[src/rtl/pipeline_hold_ctrl.sv]
// Pipeline hold/flush sequencer: turns hazard requests into per-stage enables and flushes,
// sequences memory-wait freezes and one-cycle post-mispredict flushes, keeps saturating perf counters.
//
// state    | meaning
// RUN      | normal issue; load-use stalls handled in place
// MEM_WAIT | pipeline frozen until data memory completes
// FLUSH    | one cycle after a mispredict; stall and mispredict masked
// ERROR    | memory wait timed out; frozen until reset
module pipeline_hold_ctrl #(
    parameter int CNT_W       = 16,
    parameter int MEM_TIMEOUT = 255
) (
    input  logic             clk,
    input  logic             rst_n,
    input  logic             Stall,
    input  logic             Mispredict_EX,
    input  logic [1:0]       DMC_MEM,
    input  logic             DMEM_Ready,
    output logic             PC_EN,
    output logic             IFID_EN,
    output logic             IDEX_EN,
    output logic             EXMEM_EN,
    output logic             IFID_FLUSH,
    output logic             IDEX_FLUSH,
    output logic             MEMWB_BUBBLE,
    output logic [1:0]       State,
    output logic [CNT_W-1:0] StallCount,
    output logic [CNT_W-1:0] FlushCount
);

    typedef enum logic [1:0] {
        S_RUN      = 2'b00,
        S_MEM_WAIT = 2'b01,
        S_FLUSH    = 2'b10,
        S_ERROR    = 2'b11
    } state_t;

    localparam int                WAIT_W    = (MEM_TIMEOUT < 2) ? 1 : $clog2(MEM_TIMEOUT + 1);
    localparam logic [WAIT_W-1:0] WAIT_LOAD = WAIT_W'(MEM_TIMEOUT - 1);

    state_t            state, state_next;
    logic [WAIT_W-1:0] wait_cnt, wait_next;
    logic              mem_wait;
    logic              pc_en, ifid_en, idex_en, exmem_en;
    logic              ifid_flush, idex_flush, memwb_bubble;
    logic              flush_inc, stall_inc;

    assign mem_wait = (DMC_MEM != 2'b00) && !DMEM_Ready;

    always_comb begin
        state_next   = state;
        wait_next    = wait_cnt;
        pc_en        = 1'b1;
        ifid_en      = 1'b1;
        idex_en      = 1'b1;
        exmem_en     = 1'b1;
        ifid_flush   = 1'b0;
        idex_flush   = 1'b0;
        memwb_bubble = 1'b0;
        flush_inc    = 1'b0;

        case (state)
            S_RUN, S_MEM_WAIT: begin
                // A frozen pipeline keeps the same instructions, so once memory releases
                // any held mispredict or stall is resolved exactly as in RUN.
                if ((state == S_RUN && mem_wait) || (state == S_MEM_WAIT && !DMEM_Ready)) begin
                    pc_en        = 1'b0;
                    ifid_en      = 1'b0;
                    idex_en      = 1'b0;
                    exmem_en     = 1'b0;
                    memwb_bubble = 1'b1;
                    if (state == S_RUN) begin
                        state_next = S_MEM_WAIT;
                        wait_next  = WAIT_LOAD;
                    end else if (wait_cnt == '0) begin
                        state_next = S_ERROR;
                    end else begin
                        wait_next = wait_cnt - 1'b1;
                    end
                end else begin
                    state_next = S_RUN;
                    wait_next  = '0;
                    if (Mispredict_EX) begin
                        ifid_flush = 1'b1;
                        idex_flush = 1'b1;
                        flush_inc  = 1'b1;
                        state_next = S_FLUSH;
                    end else if (Stall) begin
                        pc_en      = 1'b0;
                        ifid_en    = 1'b0;
                        idex_flush = 1'b1;
                    end
                end
            end
            S_FLUSH: begin
                if (mem_wait) begin
                    pc_en        = 1'b0;
                    ifid_en      = 1'b0;
                    idex_en      = 1'b0;
                    exmem_en     = 1'b0;
                    memwb_bubble = 1'b1;
                    state_next   = S_MEM_WAIT;
                    wait_next    = WAIT_LOAD;
                end else begin
                    state_next = S_RUN;
                end
            end
            default: begin
                pc_en        = 1'b0;
                ifid_en      = 1'b0;
                idex_en      = 1'b0;
                exmem_en     = 1'b0;
                memwb_bubble = 1'b1;
            end
        endcase

        stall_inc = !pc_en && (state != S_ERROR);
    end

    // Outputs are forced quiet while reset is held, independent of state.
    always_comb begin
        PC_EN        = rst_n & pc_en;
        IFID_EN      = rst_n & ifid_en;
        IDEX_EN      = rst_n & idex_en;
        EXMEM_EN     = rst_n & exmem_en;
        IFID_FLUSH   = rst_n & ifid_flush;
        IDEX_FLUSH   = rst_n & idex_flush;
        MEMWB_BUBBLE = rst_n & memwb_bubble;
    end

    assign State = state;

    always_ff @(posedge clk or negedge rst_n) begin
        if (!rst_n) begin
            state    <= S_RUN;
            wait_cnt <= '0;
        end else begin
            state    <= state_next;
            wait_cnt <= wait_next;
        end
    end

    always_ff @(posedge clk or negedge rst_n) begin
        if (!rst_n) begin
            StallCount <= '0;
            FlushCount <= '0;
        end else begin
            if (stall_inc && (StallCount != '1)) StallCount <= StallCount + 1'b1;
            if (flush_inc && (FlushCount != '1)) FlushCount <= FlushCount + 1'b1;
        end
    end

endmodule
[config.mk]
export PLATFORM = sky130hd
export DESIGN_NAME = pipeline_hold_ctrl
export DESIGN_NICKNAME = d
export VERILOG_FILES = /design/src/rtl/pipeline_hold_ctrl.sv
export SDC_FILE = /design/constraint.sdc
export NUM_CORES = 1
export LEC_CHECK = 0
export BUFFER_PORTS_ARGS = -buffer_cell sky130_fd_sc_hd__buf_2
export CORE_UTILIZATION = 25
export DETAILED_ROUTE_END_ITERATION = 8
export PLACE_DENSITY_LB_ADDON = 0.08
export SLEW_MARGIN = 0
export SYNTH_ARGS = -nofsm -noshare
export SYNTH_HDL_FRONTEND = slang
export SYNTH_SLANG_ARGS = --single-unit
export TNS_END_PERCENT = 1
[constraint.sdc]
create_clock -name clk -period 3.6 [get_ports clk]
set_input_delay 0.36 -clock clk [delete_from_list [all_inputs] [get_ports clk]]
set_output_delay 0.36 -clock clk [all_outputs]
set_load 0.05 [all_outputs]
# Word level (Yosys, flattened, before mapping)
# Index checks and enable logic that the tools add are counted.
# W data, S select, Z words.
# word_totals
ff_bits	42
output_inout_bits	41
wordCells	64
# classes
n_addsub	3
n_eq_ne	8
n_mux	28
bitwise	5
reduce_logical	16
# ops
operator	count
$add A16 B1 Y16 const B	2
$mux W8	4
$ne A16 B16 Y1 const B	2
$pmux W8 S2	1
$mux W1	15
$logic_not A8 Y1	1
$mux W2	4
$ne A4 B4 Y1 const B	2
$sub A8 B1 Y8 const B	1
$logic_and A1 B1 Y1	6
$pmux W1 S2	3
$and A1 B1 Y1	5
$ne A2 B2 Y1 const B	2
$pmux W2 S2	1
$reduce_bool A2 Y1	2
$reduce_and A3 Y1	1
$eq A2 B1 Y1 const B	1
$eq A2 B2 Y1 const B	1
$logic_not A1 Y1	2
$logic_not A2 Y1	1
$reduce_and A2 Y1	1
$reduce_or A2 Y1	1
$logic_or A1 B1 Y1	1

# Logic depth before layout (Yosys ltp)
# Gate-level depths: netlist of run 1.
# logic_depth
word_depth	9
mapped_depth	7

# Worst setup path after synthesis of run 1
# Ideal clock, no wire load.
# synth_timing
path_type	reg-to-output
from	register state[0] (netlist: State[0])
to	output PC_EN
arrival_ps	2351
slack_ps	889
stages_incl_launch_ff	7
path_cell_list	dfrtp_1 > clkbuf_1 > o21ai_0 > and2_1 > and2_1 > o21a_1 > buf_4
# synth_via
elab_chain_cells	6
elab_cells_between_ends	10
cone_classes	eq/ne: 2; mux: 2; bitwise: 1; reduce/logical: 5
# synth_rtl
item	line_no	source
start: declaration	41	state_t state, state_next;
start signal: assignment	138	state <= state_next;
$eq A2 B1 Y1 / $logic_not A2 Y1 (equally long branches)	-	
$logic_and A1 B1 Y1	66	if ((state == S_RUN && mem_wait) || (state == S_MEM_WAIT && !DMEM_Ready)) begin
$logic_or A1 B1 Y1	66	
$mux W1	-	
$pmux W1 S2 *	-	
$and A1 B1 Y1 *	-	
end: declaration	19	output logic PC_EN,
# Every way passes the cells marked *; elsewhere a longest branch is shown, timed or not.

# Worst setup path after layout of run 1
# layout_timing
from	register state[0] (netlist: State[0])
to	output IFID_FLUSH
# layout_via
elab_chain_cells	6
elab_cells_between_ends	9
cone_classes	eq/ne: 1; mux: 2; bitwise: 1; reduce/logical: 5
# layout_rtl
item	line_no	source
$eq A2 B1 Y1 / $logic_not A2 Y1 (equally long branches)	62, 66	
$logic_and A1 B1 Y1	66	
$logic_or A1 B1 Y1	66	
$mux W1	66	
$mux W1 *	62	case (state)
$and A1 B1 Y1 *	126	IFID_FLUSH = rst_n & ifid_flush;
end: declaration	23	output logic IFID_FLUSH,
# Marks and branches as above.

==> key figures, run 1 <==
Layout
  – Share of cells above drive strength 1: approximately a quarter
  – Ant. Diodes: 0
  – Final net count: between 200 and 300
  – Area grow syn2layout: 20.0%

Floorplan
  – Initial Utilization: roughly a quarter
  – DIE HEIGHT: 96.0 µm
  – Die area: 9210 µm²
  – Count of standard-cell rows: 33
  – Die W: between 90 and 100 µm
  – Core Footprint: 8380 µm²
  – I/O Pins: 48

Worst setup path
  – WS Path Type: reg2out
  – CP required: 3240 ps
  – Critical path peak fanout: 14
  – Crit path DAT: 1950 ps
  – Crit start category: flop
  – CP Capture Type: output pin

CTS
  – Clk_lat worst skew: 300 ps
  – CTS max path bufs: 2
  – H-tree depth: 2
  – CTS clk-pin slew, worst paths: about 90 ps
  – Clk sinks: 42
  – Post-CTS sizing: 0
  – TritonCTS clock tree: yes
  – CTS Root Cell: clkbuf_8
  – Post-CTS Setup Bufs: 0
  – Post-cts hold buffer count: 1
  – CTS Buf Count: 5

Status
  – Status: complete, no violations

GRT
  – GR Overflow Total: 0
  – Global Route Usage Sum: between 10% and 20%
  – GR Util met2: between 10% and 20%
  – First-pass GRT wire length: between 9000 and 10,000 µm
  – Met3 usage: approximately 2.7%
  – GRT met1 Usage: between 10% and 20%
  – Largest net degree at the start of global routing: 36
  – Vias in the first global route: 1,751
  – Initial antenna violation count: 0
  – Most Crowded Layer GR: met1

Detailed routing
  – Initial DRT Pass Iterations: 4
  – DR WL/cell: 14.9 µm
  – Final wirelength: between 5000 and 6000 µm
  – DR DRC count: 0
  – Vias per inst: a little under 5
  – DRT antenna net count: 0
  – Vias: between 1,500 and 2,000
  – Iter 0 DRT Violations: 47

Pwr
  – Logic pwr share: a little over two fifths
  – Sw power: 965 µW
  – Clock share of power: approximately 16%
  – Power Total: between 1.5 and 2 mW
  – Int Pwr: a little under 1 mW
  – Power Density: 737 nW/µm²
  – Reg power frac: around 40%
  – Maximum vdd drop: roughly 540 µV
  – Leakage power: approximately 1.2 nW
  – Sw Ratio: 49.4%

Synth
  – Synth Area in Simple Gates: 22.4%
  – Post-synthesis xor/xnor area fraction: about a tenth
  – Synth Area in Compound Gates: between 10% and 20%
  – Mean Syn Cell Area: a little under 10 µm²
  – #FFs+latches synth: 42
  – Number of flops mapped to enable cells by yosys: 0
  – Synthesized area: between 2000 and 2500 µm²
  – Yosys top cell area share: a little under half
  – Top-count cell post-synth: dfrtp_1
  – Yosys top cell by area: dfrtp_1
  – Post-synthesis instance total: ~220
  – Sequential cell area fraction in the yosys report: 47.6%
  – Unique masters post-synth: 43
  – Synth warnings: 0
  – Largest family of logic cells by synthesized area: simple AND/OR/NAND/NOR gates
  – Syn nets: ~230
  – Multiplexer share of the synthesized area: slightly above 3%
  – Ranking of synthesized cells by area: dfrtp_1, xnor2_1, nand2_1
  – Ys flop type: dfrtp_1
  – Synth top cells by count: dfrtp_1, nand2_1, xnor2_1
  – Async SR Flop Fraction: 100%
  – Synth Area in Adders: approximately 2.3%

Worst hold path
  – Worst hold path type: in2async

Timing
  – Max Freq: 433 MHz
  – Fin. Hold Viols: 0
  – Max-slew headroom: 53.2%
  – Worst Skew: approximately 11 ps
  – Tmin final: ~2300 ps
  – Sum Neg Setup Slack: 0 ps
  – Worst-margin pin slew: 701 ps
  – Number of setup violations in the final report: 0
  – RSZ-0062 raised after global routing: no
  – Pins Over Slew Limit: 0
  – Period utilization: around 64%

Place
  – Port bufs: 47
  – Hpwl dp: roughly 4200 µm
  – RePlAce Congestion: roughly 0.73

Job
  – Max-Cap Viols: 0
-- critical path, cell delays in order (launching register included) --
cell and delay (ps):
dfrtp_1 540, nor3_1 430, or2_2 230, and3_1 180
buf_2 270
-- cell families (layout without fill, tap and decap cells) --
| family | after synthesis | in the layout |
|---|---|---|
| xor+xnor | 25 | 25 |
| mux | 6 | 6 |
| fa+ha+maj | 4 | 4 |
| buf+inv | 12 | 63 |
| simple gates | 91 | 91 |
| compound gates | 42 | 42 |
| flops | 42 | 42 |
-- final cells by class --
type	instances	area, µm²
Tap cell	105	131
Timing Repair Buffer	49	253
Inverter	6	22.5
Sequential cell	42	1050
Clock inverter	3	18.8
Fill cell	900	5730
Multi-Input combinational cell	168	1100
Clock buffer	5	68.8
-- final timing paths --
path / from / endpoint / slack [ps] / depth (start not counted)
worst max-delay path: State[0] / IFID_FLUSH / 1290 / 4
worst min register to register: StallCount[14] / StallCount[14] / 490 / 1
worst max register to register: State[0] / FlushCount[6] / 1330 / 5
max in group asynchronous: rst_n / StallCount[2] / 2400 / 3
min in group clk: StallCount[14] / StallCount[14] / 490 / 1
worst min-delay path: rst_n / wait_cnt[6] / 460 / 2
-- power groups by stage --
stage	logic, mW	clock network (mW)	registers, mW
2_1_floorplan	0.431	0	0.987
3_3_place_gp	0.865	0	0.792
3_5_place_dp	0.861	0	0.789
4_1_cts	0.865	0.327	0.781
5_1_grt	0.939	0.350	0.809
6_report	0.860	0.313	0.780
-- registers in the layout, indices dropped and copies added (netlist names) --
register / cells
State: 2
FlushCount: 16
wait_cnt: 8
StallCount: 16
-- cells in the final DEF, fill, tap and decap left out, types with 2 or more instances in the layout --
cell type	n
o21ai_0	9
and4_1	3
o22ai_1	2
and2_1	2
nand2b_1	4
buf_2	47
a31oi_1	2
nand2_1	19
nor4_1	4
xnor2_1	17
nor2b_1	5
inv_1	6
ha_1	4
dfrtp_1	42
a21oi_1	14
clkbuf_8	5
mux2_2	5
clkinv_2	2
nor2_1	14
and3_1	9
nor3_1	7
nand3_1	11
nand4_1	8
xor2_1	8
a311o_1	2
-- metrics by stage --
stage | hold WS [ps] | setup slack (ps) | cells | util [%] | instance area [µm²]
after detailed placement | 240 | 1390 | 369 | 30.4 | 2550
after floorplan | 64.4 | 889 | 222 | - | 2210
after CTS | 475 | 1260 | 378 | 31.6 | 2650
final | 462 | 1290 | 378 | 31.6 | 2650
after global placement | 241 | 1490 | 369 | 30.4 | 2550
after global routing | 467 | 1140 | 378 | 31.6 | 2650
-- per-layer routing --
metal	part of all wire, %	wire length (µm)	vias up
met4	0.80	45	0
met2	44	2460	45
met3	4.4	247	4
met5	0	0	-
met1	51	2880	895
li1	-	-	895
Power figures use the tool's default switching activity.
==> run 2, diff against run 1 <==
==> constraint.sdc (replaced) <==
create_clock -name clk -period 2.1 [get_ports clk]
set_input_delay 0.21 -clock clk [delete_from_list [all_inputs] [get_ports clk]]
set_output_delay 0.21 -clock clk [all_outputs]
set_load 0.05 [all_outputs]
==> key figures, run 2 (synthesis gave the netlist of run 1 again) <==
Status
  – Status: complete, no violations

Timing
  – Worst hold slack: around 330 ps
  – Worst-margin pin slew: 576 ps
  – Number of setup violations in the final report: 0
  – Sum Neg Setup Slack: 0 ps
  – RSZ-0062 raised after global routing: yes
  – Tmin final: roughly 2000 ps
  – Period utilization: between 90% and 100%
  – Setup WS post-layout: 70.5 ps
  – Worst Skew: approximately 12 ps
  – Fin. Hold Viols: 0
  – Max-slew headroom: between 60% and 70%
  – Pins Over Slew Limit: 0
  – Max Freq: around 490 MHz

Worst hold path
  – Worst hold path type: in2async

Layout
  – Share of cells above drive strength 1: between 20% and 30%
  – Fin util: between 30% and 40%
  – Post-Layout Cell Count: about 390
  – Ant. Diodes: 0
  – Filler cell count: around 900
  – Area grow syn2layout: 24.4%
  – Design area: around 2700 µm²
  – Most frequent cells in the layout: buf_2, dfrtp_1, nand2_1
  – Regs by FF count: FlushCount: 16 flops, StallCount: 16 flops, wait_cnt: 8 flops
  – Final net count: between 200 and 300
  – Most common cell after layout, fill and taps aside: buf_2

Detailed routing
  – Initial DRT Pass Iterations: 4
  – DRT antenna net count: 0
  – Vias per inst: about 4.8
  – Final wirelength: 5740 µm
  – Vias: approximately 1,900
  – DR DRC count: 0
  – Iter 0 DRT Violations: 41
  – DR WL/cell: 14.8 µm

Place
  – Placed cell area: 2630 µm²
  – Port bufs: 47
  – Dpl cells: between 300 and 400
  – RePlAce Congestion: 0.751
  – Worst slack, placed: between 40 and 50 ps
  – Hpwl dp: approximately 4300 µm

Job
  – Max-Cap Viols: 0

Worst setup path
  – Critical path origin: State[1]
  – Delay of the slowest critical-path stage: 440 ps
  – CP top delay family: flip-flops
  – CP required: approximately 1900 ps
  – CP cell instances: buf_4, o21ai_0, and2_2, and2_2, o21a_2, buf_4
  – CP Capture Type: output pin
  – Buffers and inverters on the worst path: 2
  – Cell count along the critical path: 6
  – WS Path Type: reg2out
  – FF-to-FF path depth: 5
  – Reg-to-reg critical path startpoint: wait_cnt[4]
  – Critical path peak fanout: 12
  – Crit start category: flop
  – Critical-path top delay cell: dfrtp_1
  – Crit path DAT: 1820 ps

GRT
  – Vias in the first global route: roughly 1,800
  – Initial antenna violation count: 0
  – Global Route Usage Sum: around 13%
  – First-pass GRT wire length: a little over 9000 µm
  – Largest net degree at the start of global routing: 24
  – GR Overflow Total: 0

CTS
  – CTS max path bufs: 2
  – Clk_lat worst skew: roughly 300 ps
  – CTS Root Cell: clkbuf_8
  – H-tree depth: 2
  – CTS clk-pin slew, worst paths: 90 ps
  – Clk sinks: 42
  – CTS Buf Count: 5
  – TritonCTS clock tree: yes

Pwr
  – Leakage power: approximately 1.3 nW
  – Power Total: between 3 and 4 mW
  – Power Density: approximately 1200 nW/µm²
  – Maximum vdd drop: 873 µV

Floorplan
  – I/O Pins: 48
  – DIE HEIGHT: 96.0 µm
  – Core Footprint: between 8000 and 9000 µm²
  – Die W: about 96 µm
  – Initial Utilization: a little over a quarter
  – Count of standard-cell rows: 33
  – Die area: about 9200 µm²
==> run 2: routing by layer <==
layer / vias up / GRT usage [%] / part of all wire [%]
li1: 923 / - / -
met1: 891 / 18.7 / 52
met2: 37 / 20.7 / 43
met3: 7 / 2.76 / 3.7
met4: 0 / 4.48 / 1.4
met5: - / 0 / 0
==> run 2: what timing repair did <==
| item | CTS | global route |
|---|---|---|
| hold endpoints to repair | 8 | 0 |
| gates resized for setup | 2 | 3 |
| buffers inserted | 0 | 0 |
| setup endpoints to repair | 2 | 8 |
| hold buffers | 1 | 0 |
==> run 2: final timing paths <==
path                                        to  slack (ps)
worst max-delay path                     PC_EN          70
min in group clk                   wait_cnt[0]         410
worst min register to register  StallCount[14]         500
max in group asynchronous        FlushCount[0]        1150
worst min-delay path            FlushCount[14]         330
worst max register to register     wait_cnt[7]         130
==> run 2: where the power goes <==
group	internal, mW	switching [mW]	total [mW]
clock	0.235	0.305	0.541
sequential	1.01	0.259	1.27
combinational	0.504	1.09	1.60
total	1.75	1.66	3.41
==> run 2: layout make-up <==
| class | count | area [µm²] | area share [%] |
|---|---|---|---|
| clock buffer | 6 | 72.6 | 2.64 |
| clock inverter | 2 | 13.8 | 0.501 |
| inverter | 6 | 22.5 | 0.820 |
| multi-input combinational | 168 | 1120 | 40.9 |
| sequential | 42 | 1050 | 38.3 |
| tap | 105 | 131 | 4.78 |
| timing repair buffer | 59 | 333 | 12.1 |
